[src/rtl/gioco_pkg.sv]
// ----------------------------------------------------------------------------
// gioco_pkg
// Shared definitions for the game controller and the game datapath.
//
// Contents:
//   stato_t         controller state encoding (SETUP, GIOCO, FINE_ST)
//   ESITO_*         two-bit result codes used on PARTITA, MANCHE and
//                   PARTITA_FINALE: none, player 1, player 2, draw
//   esito_valido()  true when a result code names an actual outcome
// ----------------------------------------------------------------------------
package gioco_pkg;

    typedef enum logic [1:0] {
        SETUP   = 2'b00,
        GIOCO   = 2'b01,
        FINE_ST = 2'b10
    } stato_t;

    localparam logic [1:0] ESITO_NESSUNO  = 2'b00;
    localparam logic [1:0] ESITO_P1       = 2'b01;
    localparam logic [1:0] ESITO_P2       = 2'b10;
    localparam logic [1:0] ESITO_PAREGGIO = 2'b11;

    // A round counts as played whenever the datapath reports any outcome,
    // draws included.
    function automatic logic esito_valido(input logic [1:0] esito);
        return (esito != ESITO_NESSUNO);
    endfunction

endpackage

[src/rtl/contatore_manche.sv]
// ----------------------------------------------------------------------------
// contatore_manche
// Saturating round counter for the game controller.
//
// Ports:
//   clk        in   1       system clock, rising edge
//   clr        in   1       synchronous clear (highest priority)
//   en         in   1       count one round on this edge
//   conteggio  out  CNT_W   rounds counted so far (registered)
//   terminale  out  1       high while conteggio == MAX_MANCHE-1, i.e. the
//                           next counted round is the last one allowed
// ----------------------------------------------------------------------------
module contatore_manche
    import gioco_pkg::*;
#(
    parameter int MAX_MANCHE = 19,
    parameter int CNT_W      = 5
) (
    input  logic             clk,
    input  logic             clr,
    input  logic             en,
    output logic [CNT_W-1:0] conteggio,
    output logic             terminale
);

    localparam logic [CNT_W-1:0] VAL_MAX = CNT_W'(MAX_MANCHE);
    localparam logic [CNT_W-1:0] VAL_TC  = CNT_W'(MAX_MANCHE - 1);

    logic [CNT_W-1:0] conteggio_q;
    logic [CNT_W-1:0] conteggio_d;

    // Saturate at MAX_MANCHE so the count can never wrap, even if the
    // enable were held after the watchdog has fired.
    always_comb begin
        conteggio_d = conteggio_q;
        if (en && (conteggio_q != VAL_MAX)) begin
            conteggio_d = conteggio_q + CNT_W'(1);
        end
    end

    always_ff @(posedge clk) begin
        if (clr) begin
            conteggio_q <= '0;
        end else begin
            conteggio_q <= conteggio_d;
        end
    end

    assign conteggio = conteggio_q;
    assign terminale = (conteggio_q == VAL_TC);

endmodule

[src/rtl/controllore_partita.sv]
// ----------------------------------------------------------------------------
// controllore_partita
// Control unit sitting directly upstream of the game datapath. It drives the
// datapath's setup/count strobes, latches the final result, counts rounds and
// forces a draw if the datapath never reports the end of the game.
//
// Ports:
//   clk             in   1      system clock, rising edge
//   INIZIO          in   1      synchronous active-high reset / start request
//   FINE_CONTO      in   1      datapath end-of-game flag
//   PARTITA         in   2      datapath game result
//   MANCHE          in   2      datapath round result (00 = no round)
//   INIZIO_SETUP    out  1      datapath: latch round-count configuration
//   INIZIO_CONTO    out  1      datapath: counting enabled, 0 clears counters
//   PARTITA_FINALE  out  2      latched final result
//   FINE            out  1      game over, PARTITA_FINALE valid
//   MANCHE_GIOCATE  out  CNT_W  rounds counted in this game
// ----------------------------------------------------------------------------
module controllore_partita
    import gioco_pkg::*;
#(
    parameter int MAX_MANCHE = 19,
    parameter int CNT_W      = 5
) (
    input  logic             clk,
    input  logic             INIZIO,
    input  logic             FINE_CONTO,
    input  logic [1:0]       PARTITA,
    input  logic [1:0]       MANCHE,
    output logic             INIZIO_SETUP,
    output logic             INIZIO_CONTO,
    output logic [1:0]       PARTITA_FINALE,
    output logic             FINE,
    output logic [CNT_W-1:0] MANCHE_GIOCATE
);

    stato_t     stato_q;
    stato_t     stato_d;
    logic [1:0] partita_finale_q;
    logic [1:0] partita_finale_d;
    logic       fine_q;
    logic       fine_d;

    logic       manche_valida;
    logic       conta_en;
    logic       terminale;
    logic       watchdog;

    // Rounds are only counted while the game is live; in FINE_ST the datapath
    // is being cleared and anything on MANCHE is ignored.
    assign manche_valida = esito_valido(MANCHE);
    assign conta_en      = (stato_q == GIOCO) && manche_valida;

    contatore_manche #(
        .MAX_MANCHE (MAX_MANCHE),
        .CNT_W      (CNT_W)
    ) u_contatore (
        .clk       (clk),
        .clr       (INIZIO),
        .en        (conta_en),
        .conteggio (MANCHE_GIOCATE),
        .terminale (terminale)
    );

    // The watchdog fires on the edge that counts the last allowed round.
    // The counter itself increments on that edge, landing on MAX_MANCHE.
    assign watchdog = conta_en && terminale && !FINE_CONTO;

    // Next-state and result logic. FINE_CONTO takes precedence over the
    // watchdog so a genuine datapath result is never overwritten by the
    // forced draw. Unknown encodings fall back to SETUP.
    always_comb begin
        stato_d          = stato_q;
        partita_finale_d = partita_finale_q;
        fine_d           = fine_q;
        case (stato_q)
            SETUP: begin
                stato_d = GIOCO;
            end
            GIOCO: begin
                if (FINE_CONTO) begin
                    partita_finale_d = PARTITA;
                    fine_d           = 1'b1;
                    stato_d          = FINE_ST;
                end else if (watchdog) begin
                    partita_finale_d = ESITO_PAREGGIO;
                    fine_d           = 1'b1;
                    stato_d          = FINE_ST;
                end
            end
            FINE_ST: begin
                stato_d = FINE_ST;
            end
            default: begin
                stato_d          = SETUP;
                partita_finale_d = ESITO_NESSUNO;
                fine_d           = 1'b0;
            end
        endcase
    end

    // State and result registers; INIZIO restarts from any state.
    always_ff @(posedge clk) begin
        if (INIZIO) begin
            stato_q          <= SETUP;
            partita_finale_q <= ESITO_NESSUNO;
            fine_q           <= 1'b0;
        end else begin
            stato_q          <= stato_d;
            partita_finale_q <= partita_finale_d;
            fine_q           <= fine_d;
        end
    end

    // Moore strobes decoded straight from the state register; an illegal
    // encoding behaves like SETUP.
    always_comb begin
        INIZIO_SETUP = 1'b0;
        INIZIO_CONTO = 1'b0;
        case (stato_q)
            GIOCO:   INIZIO_CONTO = 1'b1;
            FINE_ST: ;
            default: INIZIO_SETUP = 1'b1;
        endcase
    end

    assign PARTITA_FINALE = partita_finale_q;
    assign FINE           = fine_q;

endmodule
[config.mk]
export PLATFORM = sky130hd
export DESIGN_NAME = controllore_partita
export DESIGN_NICKNAME = d
export VERILOG_FILES = /design/src/rtl/gioco_pkg.sv /design/src/rtl/contatore_manche.sv /design/src/rtl/controllore_partita.sv
export SDC_FILE = /design/constraint.sdc
export NUM_CORES = 1
export LEC_CHECK = 0
export CELL_PAD_IN_SITES_DETAIL_PLACEMENT = 1
export CELL_PAD_IN_SITES_GLOBAL_PLACEMENT = 2
export CORE_UTILIZATION = 23
export CTS_CLUSTER_DIAMETER = 200
export DETAILED_ROUTE_END_ITERATION = 10
export GPL_TIMING_DRIVEN = 0
export PLACE_DENSITY_LB_ADDON = 0.08
export REMOVE_ABC_BUFFERS = 1
export SLEW_MARGIN = 10
export SYNTH_ARGS = -nofsm -noshare
export SYNTH_HDL_FRONTEND = slang
export SYNTH_SLANG_ARGS = --single-unit
[constraint.sdc]
create_clock -name clk -period 1.4 [get_ports clk]
set_input_delay 0.28 -clock clk [delete_from_list [all_inputs] [get_ports clk]]
set_output_delay 0.28 -clock clk [all_outputs]
set_load 0.01 [all_outputs]
Word-level counts from Yosys, hierarchy flattened
Cells that the tools add are included.
Word-level totals
  flip-flop bits (word level): 10
  latch bits: 0
  memory bits (writable): 0
  bits in read-only memories: 0
  input port bits: 7
  output and inout bits: 10
  word-level logic and storage cells: 32
  memories: 0
Cells by class
  $add $sub $neg: 1
  multiply operators: 0
  divide/modulo/power cells: 0
  magnitude comparators: 0
  eq/ne operators: 5
  shift-type cells: 0
  multiplexer cells: 11
  bitwise gates (word level): 1
  reductions and logical operators: 10
Operators with widths (number)
  2-bit two-way mux: 4
  2-bit one-hot mux with 3 select lines: 1
  5-bit by 1-bit adder with 5-bit output (second input constant): 1
  5-bit == test (second input constant): 1
  5-bit != test (second input constant): 1
  1-bit logical AND: 4
  1-bit two-way mux: 4
  2-bit one-hot mux with 2 select lines: 1
  2-bit OR reduction: 2
  3-bit != test (second input constant): 1
  2-bit by 1-bit == test with 1-bit output (second input constant): 1
  2-bit == test (second input constant): 1
  2-bit logical NOT: 1
  1-bit one-hot mux with 2 select lines: 1
  2-bit AND reduction: 1
  2-bit nonzero test: 1
  1-bit logical NOT: 1
  1-bit inverter: 1

Depth between registers and ports, before layout
  depth after elaboration: 7
  mapped depth: 5
  depth with buffers taken out: 5

By module
From an unflattened synthesis, not the netlist that was laid out.
Unflattened totals
  cell total of the unflattened synthesis: 54
  area, all modules: 539.3 µm²
Modules (own cells, without submodules)
  controllore_partita: instances 1, cells each 28, area an instance 275.3 µm², seq. area each 100.1 µm²
  contatore_manche: instances 1, cells each 26, area an instance 264.0 µm², seq. area each 100.1 µm²

Worst setup path after synthesis
No wires, ideal clock.
  path kind: register -> register
  start point: register stato_q[1]
  end point: register u_contatore.conteggio_q[0], in the netlist u_contatore.conteggio[0]
  library setup time: 0.121 ns
  arrival time: 1.325 ns
  data required time: 1.279 ns
  setup slack: -0.046 ns
  cell stages (with the launch flop): 6
  path buffers: 0
  period minus slack after synthesis: 1.446 ns
  path through: dfxtp_1 > inv_1 > ha_1 > o21ai_0 > a21oi_1 > mux2_2
On the way
  cells in the longest elaborated chain, start to end: 3
Ends and longest elaborated chain
  from (decl): RTL line controllore_partita.sv:37  | stato_t stato_q;
  from (signal assigned): RTL line controllore_partita.sv:109  | stato_q <= stato_d;
  2-bit by 1-bit == test with 1-bit output: RTL line controllore_partita.sv:52  | assign conta_en = (stato_q == GIOCO) && manche_valida;
  1-bit logical AND: RTL line controllore_partita.sv:52
  1-bit logical AND: RTL line contatore_manche.sv:36  | if (en && (conteggio_q != VAL_MAX)) begin
  to (signal assigned): RTL line contatore_manche.sv:45  | conteggio_q <= conteggio_d;
  to (decl): RTL line contatore_manche.sv:29  | logic [CNT_W-1:0] conteggio_q;
No other way between the ends.
A chain may end at the register's enable or synchronous reset.

Worst setup path after layout
  start point: register stato_q[0]
  end point: register u_contatore.conteggio_q[1], in the netlist u_contatore.conteggio[1]
The elaborated chain is that of the path after synthesis.

==> flow_summary.ini <==
[floorplanning]
start_util = 0.253
dieArea_sq_um = 2730
die_h_um = 52.2
rows = 17
core_sq_um = 2300
io_pins = 17
dieWidth_um = 52.2

[clock_network]
clkLatencyLatePin_ps = 270
cts_tree = yes
holdBufCountCts = 0
clock-root-buffer = clkbuf_4
numCtsBuffers = 3
clk_path_buf_depth = 2
h-tree-depth = 1
clk_pin_slew_ps = 70
cts_sinks = 10

[pwr]
power_uw = 1540
pwr-share-clk = 0.137
peakVddDrop_mv = 0.785
power.share.switching = 0.401
combPwrFrac = 0.591
intPower_uw = 922
power_switching_uw = 618
p_seq_frac = 0.272
p_leak_uw = 0.000365
p_per_area_nw_per_um2 = 1670

[yosys]
yosys_warnings = 0
netlist-cell-type-count = 22
synth_area_per_cell_sq_um = 9.07
synth_area_sq_um = 581
ys_ff_latch = 10
ys_seq_area_frac = 0.345
syn_inst = 64

[setup_path]
end_kind = flop
r2r_end = u_contatore.conteggio[1]
worstPathArrival_ps = 1530
cp_data_required_time_ps = 1560
path_max_fanout = 6
rrSetupSlack_ps = 30
endpoint = u_contatore.conteggio[1]
r2r-start = stato_q[0]
worstSetupStartpoint = stato_q[0]
cp-start-kind = flop
ff2ff_path_depth = 5
crit_type = flop to flop

[placement]
dp_hpwl_um = 1020
gp_congestion = 0.625
portBuffers = 16
dpl-instance-area_sq_um = 772

[timing]
fin_crit_sh = 0.978
drv_slew = 0
fin_hold_ws_ps = 510
fin_skew_ps = 5.03
tns_ps = 0
rsz0062_at_grt = true
slew_headroom = 0.578
fmax_mhz = 730
setup_violations = 0
fin_crit_ps = 1370
worst_pin_slew_ps = 631
finalHoldViolations = 0

[cells_and_area]
drive_gt1_frac = 0.402
final_nets = 101
final_cell_area_sq_um = 920
area_growth_pct = 58.4
diodes = 0
nFillCells = 277

[drt]
vias = 544
remaining_drc_errors = 0
routedWlPerCell_um = 13.4
drtIter0Drc = 3
routed_wl_um = 1540
firstDrtPassIters = 3
antenna_left = 0
vias_per_cell = 4.73

[global_route]
grt_pass1_vias = 508
grt_pass1_wl_um = 2230
gr-total-overflow = 0
grt_max_degree = 15
gr-usage-all-layers = 0.117
antenna_found_initial = 0

[job]
maxCapViolations = 0

[status]
outcome = completed

[worst_hold_path]
hp-class = flop to flop
-- cells in the final DEF, fill, tap and decap left out, drive strengths merged --
master / netlist / routed
a21oi: 5 / 5
buf: 0 / 7
ha: 5 / 5
inv: 6 / 6
clkdlybuf4s50: 0 / 5
o211ai: 1 / 1
a21boi: 2 / 2
nor3: 1 / 1
mux2i: 3 / 3
dfxtp: 10 / 10
a211oi: 1 / 1
nand2: 2 / 2
or3: 3 / 3
o21ai: 3 / 3
clkbuf: 1 / 3
a2111oi: 2 / 2
nor3b: 1 / 1
dlygate4sd2: 0 / 8
nor2: 6 / 6
o21a: 1 / 1
mux2: 2 / 2
dlymetal6s2s: 0 / 1
nand2b: 7 / 7
nand3: 1 / 1
nor2b: 1 / 1
-- repair_timing --
action | CTS | global route
setup endpoints to repair | 20 | 10
gates resized for setup | 30 | 17
pin swaps | 0 | 3
setup buffers | 2 | 3
-- critical path: stages (launching register included) --
cell,delay [ps]
dfxtp_2,350
buf_4,120
ha_4,160
o21ai_1,110
a21oi_2,170
mux2_2,350
-- cells in the mapped netlist, drive strengths merged --
cell type	count	area, sq um
nor3b	1	18.8
inv	6	22.5
ha	5	62.6
o21a	1	7.51
nor3	1	5.00
mux2i	3	30.0
dfxtp	10	200
or3	3	18.8
nand3	1	5.00
nor2	6	22.5
nand2	2	7.51
a21boi	2	15.0
a21oi	5	28.8
o211ai	1	7.51
mux2	2	22.5
a211oi	1	7.51
nand2b	7	43.8
o21ai	3	15.0
clkbuf	1	3.75
nor2b	1	6.26
a2111oi	2	30.0
-- kinds of logic after synthesis --
| kind of cell | count (synthesis) | share of synthesized area |
|---|---|---|
| AND/OR/NAND/NOR | 22 | 0.220 |
| AO/OA/AOI/OAI | 15 | 0.192 |
| flip-flops | 10 | 0.345 |
| multiplexers | 5 | 0.0905 |
| buffers and inverters | 7 | 0.0452 |
| adder cells (fa/ha/maj) | 5 | 0.108 |
-- area by class of cell --
type	instances	area [sq um]	share of cell area
clock buffer	3	22.5	0.0245
timing repair buffer	21	180	0.196
sequential	10	213	0.231
tap	28	35.0	0.0381
inverter	6	25.0	0.0272
multi-input combinational	47	444	0.483
-- sequential cells by signal, summed over array words and instances (netlist names) --
register	flops
stato_q	2
u_contatore.conteggio	5
FINE	1
PARTITA_FINALE	2
-- worst min path at each step --
stage,startpoint,end,slack [ps],cells past startpoint
floorplan,INIZIO,PARTITA_FINALE[0],350,1
global placement,PARTITA_FINALE[1],PARTITA_FINALE[1],480,2
detailed placement,PARTITA_FINALE[0],PARTITA_FINALE[0],490,2
CTS,PARTITA_FINALE[0],PARTITA_FINALE[0],490,2
global route,u_contatore.conteggio[4],u_contatore.conteggio[4],550,2
finish,u_contatore.conteggio[4],u_contatore.conteggio[4],510,2
-- power groups by stage --
| stage | Clock, uW | Sequential (uW) | Combinational (uW) |
|---|---|---|---|
| floorplan | 0 | 416 | 394 |
| global placement | 0 | 410 | 654 |
| detailed placement | 0 | 410 | 660 |
| CTS | 221 | 404 | 743 |
| global route | 228 | 431 | 1010 |
| finish | 211 | 419 | 910 |
-- stage by stage --
| stage | utilization | setup slack [ps] | cells |
|---|---|---|---|
| 6_report | 0.400 | 31.0 | 115 |
| 5_1_grt | 0.400 | -18.1 | 115 |
| 4_1_cts | 0.364 | 22.2 | 112 |
| 3_5_place_dp | 0.336 | -263 | 107 |
| 3_3_place_gp | 0.336 | -268 | 107 |
| 2_1_floorplan | - | -46.1 | 63 |
-- metal layers --
layer,track usage,part of all wire
met5,0,0
met4,0.0526,0.011
met3,0.0261,0.031
met2,0.199,0.49
met1,0.139,0.46
(Power assumes the default switching activity.)
